$ cat src/rtl/vedic_mul_pipe.sv
// Pipelined Urdhva-Tiryagbhyam multiplier: S1 sign/magnitude, S2 recursive vedic
// sub-products, S3 recombination and sign restore. Whole pipe stalls on output backpressure.

module vedic_core #(
  parameter int W = 2
) (
  input  logic [W-1:0]   i_a,
  input  logic [W-1:0]   i_b,
  output logic [2*W-1:0] o_p
);
  if (W == 2) begin : g_leaf
    logic w_x;
    logic w_y;
    logic w_hh;
    logic w_c;
    // 2x2 leaf: the two cross terms meet in a half adder whose carry ripples into the high bit.
    assign w_x  = i_a[1] & i_b[0];
    assign w_y  = i_a[0] & i_b[1];
    assign w_hh = i_a[1] & i_b[1];
    assign w_c  = w_x & w_y;
    assign o_p  = {w_hh & w_c, w_hh ^ w_c, w_x ^ w_y, i_a[0] & i_b[0]};
  end else begin : g_rec
    localparam int H = W / 2;
    logic [W-1:0] w_hh;
    logic [W-1:0] w_hl;
    logic [W-1:0] w_lh;
    logic [W-1:0] w_ll;
    logic [W:0]   w_mid;

    vedic_core #(.W(H)) u_hh (.i_a(i_a[W-1:H]), .i_b(i_b[W-1:H]), .o_p(w_hh));
    vedic_core #(.W(H)) u_hl (.i_a(i_a[W-1:H]), .i_b(i_b[H-1:0]), .o_p(w_hl));
    vedic_core #(.W(H)) u_lh (.i_a(i_a[H-1:0]), .i_b(i_b[W-1:H]), .o_p(w_lh));
    vedic_core #(.W(H)) u_ll (.i_a(i_a[H-1:0]), .i_b(i_b[H-1:0]), .o_p(w_ll));

    assign w_mid = {1'b0, w_hl} + {1'b0, w_lh};
    assign o_p   = {w_hh, {W{1'b0}}}
                 + {{(H-1){1'b0}}, w_mid, {H{1'b0}}}
                 + {{W{1'b0}}, w_ll};
  end
endmodule

module vedic_mul_pipe #(
  parameter int WIDTH = 8
) (
  input  logic               clk,
  input  logic               rst_n,
  input  logic               in_valid,
  output logic               in_ready,
  input  logic [WIDTH-1:0]   mul_1,
  input  logic [WIDTH-1:0]   mul_2,
  input  logic               is_signed,
  output logic               out_valid,
  input  logic               out_ready,
  output logic [2*WIDTH-1:0] product
);
  localparam int H   = WIDTH / 2;
  localparam int MSB = WIDTH - 1;

  if ((WIDTH < 4) || ((WIDTH & (WIDTH - 1)) != 0)) begin : g_bad_width
    $error("vedic_mul_pipe: WIDTH must be a power of two and >= 4");
  end

  logic               r_v1;
  logic               r_v2;
  logic               r_v3;
  logic               r_sign1;
  logic               r_sign2;
  logic [WIDTH-1:0]   r_ma;
  logic [WIDTH-1:0]   r_mb;
  logic [WIDTH-1:0]   r_hh;
  logic [WIDTH-1:0]   r_hl;
  logic [WIDTH-1:0]   r_lh;
  logic [WIDTH-1:0]   r_ll;
  logic [2*WIDTH-1:0] r_prod;

  logic               w_stall;
  logic               w_adv;
  logic [WIDTH-1:0]   w_abs_a;
  logic [WIDTH-1:0]   w_abs_b;
  logic [WIDTH-1:0]   w_hh;
  logic [WIDTH-1:0]   w_hl;
  logic [WIDTH-1:0]   w_lh;
  logic [WIDTH-1:0]   w_ll;
  logic [WIDTH:0]     w_mid;
  logic [2*WIDTH-1:0] w_sum;
  logic [2*WIDTH-1:0] w_prod;

  assign w_stall   = r_v3 & ~out_ready;
  assign w_adv     = ~w_stall;
  assign in_ready  = w_adv;
  assign out_valid = r_v3;
  assign product   = r_prod;

  // -2^(WIDTH-1) negates to itself, which read as unsigned is exactly the magnitude wanted.
  assign w_abs_a = (is_signed & mul_1[MSB]) ? -mul_1 : mul_1;
  assign w_abs_b = (is_signed & mul_2[MSB]) ? -mul_2 : mul_2;

  vedic_core #(.W(H)) u_hh (.i_a(r_ma[WIDTH-1:H]), .i_b(r_mb[WIDTH-1:H]), .o_p(w_hh));
  vedic_core #(.W(H)) u_hl (.i_a(r_ma[WIDTH-1:H]), .i_b(r_mb[H-1:0]),     .o_p(w_hl));
  vedic_core #(.W(H)) u_lh (.i_a(r_ma[H-1:0]),     .i_b(r_mb[WIDTH-1:H]), .o_p(w_lh));
  vedic_core #(.W(H)) u_ll (.i_a(r_ma[H-1:0]),     .i_b(r_mb[H-1:0]),     .o_p(w_ll));

  assign w_mid  = {1'b0, r_hl} + {1'b0, r_lh};
  assign w_sum  = {r_hh, {WIDTH{1'b0}}}
                + {{(H-1){1'b0}}, w_mid, {H{1'b0}}}
                + {{WIDTH{1'b0}}, r_ll};
  assign w_prod = r_sign2 ? (~w_sum + 1'b1) : w_sum;

  // NOTE: datapath registers are reset too, so product reads 0 (never X) straight out of reset.
  always_ff @(posedge clk or negedge rst_n) begin
    if (!rst_n) begin
      r_v1    <= 1'b0;
      r_v2    <= 1'b0;
      r_v3    <= 1'b0;
      r_sign1 <= 1'b0;
      r_sign2 <= 1'b0;
      r_ma    <= '0;
      r_mb    <= '0;
      r_hh    <= '0;
      r_hl    <= '0;
      r_lh    <= '0;
      r_ll    <= '0;
      r_prod  <= '0;
    end else if (w_adv) begin
      // NOTE: non-blocking updates let every stage read its predecessor's pre-edge value.
      r_v1 <= in_valid;
      r_v2 <= r_v1;
      r_v3 <= r_v2;
      if (in_valid) begin
        r_sign1 <= is_signed & (mul_1[MSB] ^ mul_2[MSB]);
        r_ma    <= w_abs_a;
        r_mb    <= w_abs_b;
      end
      if (r_v1) begin
        r_sign2 <= r_sign1;
        r_hh    <= w_hh;
        r_hl    <= w_hl;
        r_lh    <= w_lh;
        r_ll    <= w_ll;
      end
      if (r_v2) begin
        r_prod <= w_prod;
      end
    end
  end
endmodule

$ cat config.mk
export PLATFORM = sky130hd
export DESIGN_NAME = vedic_mul_pipe
export DESIGN_NICKNAME = d
export VERILOG_FILES = /design/src/rtl/vedic_mul_pipe.sv
export SDC_FILE = /design/constraint.sdc
export NUM_CORES = 1
export LEC_CHECK = 0
export CORE_ASPECT_RATIO = 0.5
export CORE_MARGIN = 2
export CORE_UTILIZATION = 40
export DETAILED_ROUTE_END_ITERATION = 10
export PLACE_DENSITY = 0.56
export SYNTH_ARGS = -nofsm -noshare
export SYNTH_HDL_FRONTEND = slang
export SYNTH_SLANG_ARGS = --single-unit
$ cat constraint.sdc
create_clock -name clk -period 7.25 [get_ports clk]
set_clock_uncertainty 0.2 [all_clocks]
set_input_delay 1.45 -clock clk [delete_from_list [all_inputs] [get_ports clk]]
set_output_delay 1.45 -clock clk [all_outputs]
set_load 0.01 [all_outputs]
==> out/qor.csv <==
metric;value;unit
die_h;88.7;µm
setup_tns;0;ps
yosysSeqAreaShare;30.1;%
worstSetupPathType;in -> out;
ant_nets;0;
yosysWarnings;0;
synth_compound_area_share;15.8;%
worstSetupEndpointType;primary output;
wl_per_cell;14.2;µm
tightest_slew;998;ps
cts_tree;built;
synth_area_leaders;dfrtp_1, ha_1, and2_1, nand2_1, a21o_1;
synth_cell_types;45;
r2r_slack;3080;ps
gp_congestion;0.778;
netlist_area;5730;µm²
clock_sinks;69;
crit_arrival;2790;ps
yosysTopAreaCell;dfrtp_1;
synth.top_cell.area_share;30.1;%
synth_xor_area_share;9.28;%
clk_path_buf_depth;2;
cp.required;5600;ps
dieArea;15400;µm²
drt_first_pass_iters;4;
yosys_most_used_dff;dfrtp_1;
min_from;product[7];
cts_hold_buf;0;
synthCells;608;
final_max_slew_viol_count;0;
powerDensity;386;nW/µm²
fp.dieW;173;µm
p_leak;3.50;nW
clk_latency;330;ps
holdPathStages;2;
io_buffers;38;
hp-class;reg -> reg;
track_usage;16.6;%
post_cts_buffers;0;
timing.rr.start;r_hl[0];
period_needed;4440;ps
multi_input_area;3890;µm²
htreeDepth;3;
synth_fp_nets;729;
dpl.hpwl;9130;µm
synth-simple-area-share;16.4;%
ir_worst_vdd;0.203;mV
place_area;6310;µm²
drc_errors;0;
synth_edf_count;0;
post-route-util;48.2;%
synth_top_family_by_area;adder cells;
drive_gt1_share;5.85;%
core.rowCount;30;
clk_pin_slew;60;ps
fin_crit_sh;61.3;%
final_nets;766;
synth-async-reset-ratio;100;%
status;completed;
antenna_found_initial;0;
cts-resized-gates;0;
synthAdderAreaFrac;23.1;%
reg2regPathDepth;15;
grt_max_degree;70;
path_max_fanout;10;
wl;11900;µm
slew_headroom;33.3;%
rsz0062_at_grt;false;
synth-seq-cells;69;
core-area;13800;µm²
cts_buffers;9;
stdcell_area;6640;µm²
reg2reg_to;product[14];
start_util;41.6;%
cap_violations;0;
antenna_cells;0;
stdcell_count;842;
holdPathEnd;product[7];
num-fill-cells;1317;
setup_violations;0;
start_kind;input port;
syn_area_per_cell;9.43;µm²
via_per_inst;4.93;
root_buffer;clkbuf_16;
num_vias;4154;
grt_overflow_total;0;
pin_count;39;
hold_viol;0;
areaGrowthSynthToFinish;15.9;%
max_freq;225;MHz
drt_iter0_drc;159;
grt_pass1_vias;4037;
synth_mux_area_share;3.25;%
grt_pass1_wl;20300;µm
seqCellArea;1730;µm²
dp_cells;826;
placed cells by master, fill, tap and decap left out, types with 21 or more instances in the layout:
master           instances
xor2_1                  30
nand2_1                 76
dfrtp_1                 69
and2_1                  63
a21oi_1                 22
clkdlybuf4s50_1         37
o21ai_1                 21
ha_1                    90
xnor2_1                 27
o21ai_0                 41
a21o_1                  35
Yosys cell counts, types with 14 or more instances:
cell       n
o21ai_0   41
xnor2_1   27
o21ai_1   21
xor2_1    30
a21oi_1   22
nor2_1    15
nand2_1   76
ha_1      90
a21o_1    35
inv_1     18
and2_1    63
dfrtp_1   69
clkbuf_1  14
area by class of cell:
cell class | instances | area share [%]
Sequential cell | 69 | 26.0
Clock inverter | 6 | 1.41
Timing Repair Buffer | 40 | 5.88
Tap cell | 192 | 3.62
Inverter | 18 | 1.02
Clock buffer | 10 | 3.60
Multi-Input combinational cell | 507 | 58.5
power breakdown:
| group | internal [mW] | switching (mW) | total (mW) |
|---|---|---|---|
| clock | 0.313 | 0.181 | 0.494 |
| sequential | 0.523 | 0.150 | 0.673 |
| combinational | 0.657 | 0.741 | 1.40 |
worst max path at each step:
stage	start	slack, ps	depth (start not counted)	endpoint
finish	out_ready	2810	3	in_ready
global route	out_ready	2760	3	in_ready
floorplan	r_hl[0]	3670	15	product[14]
global placement	out_ready	2830	3	in_ready
detailed placement	out_ready	2800	3	in_ready
CTS	out_ready	2810	3	in_ready
critical path, cell delays in order:
cell and delay (ps):
clkdlybuf4s50_1 450, nand2b_1 290, clkdlybuf4s50_1 600
logic make-up (layout without fill, tap and decap cells):
group / Yosys count / count (layout)
AND/OR/NAND/NOR: 188 / 188
flip-flops: 69 / 69
multiplexers: 17 / 17
adder cells (fa/ha/maj): 100 / 100
XOR/XNOR: 59 / 59
buffers and inverters: 32 / 74
AO/OA/AOI/OAI: 143 / 143
per-layer routing:
metal	vias up	share of wire (%)	GRT usage (%)
met3	10	2.8	3.26
li1	2200	-	-
met1	1890	59	25.0
met4	0	0.83	3.70
met5	-	0	0
met2	54	38	24.6
per-stage QoR:
stage | setup slack [ps] | hold WS, ps | power [mW]
3_5_place_dp | 2800 | 271 | 2.08
5_1_grt | 2760 | 311 | 2.81
2_1_floorplan | 3670 | 235 | 1.71
6_report | 2810 | 275 | 2.57
3_3_place_gp | 2830 | 263 | 2.06
4_1_cts | 2810 | 285 | 2.60
state kept, by name (all words and copies together) (netlist names):
name       cells
out_valid      1
product       16
r_hh           8
r_hl           8
r_lh           8
r_ll           8
r_ma           8
r_mb           8
r_sign1        1
r_sign2        1
r_v1           1
r_v2           1
(Power assumes the default switching activity.)
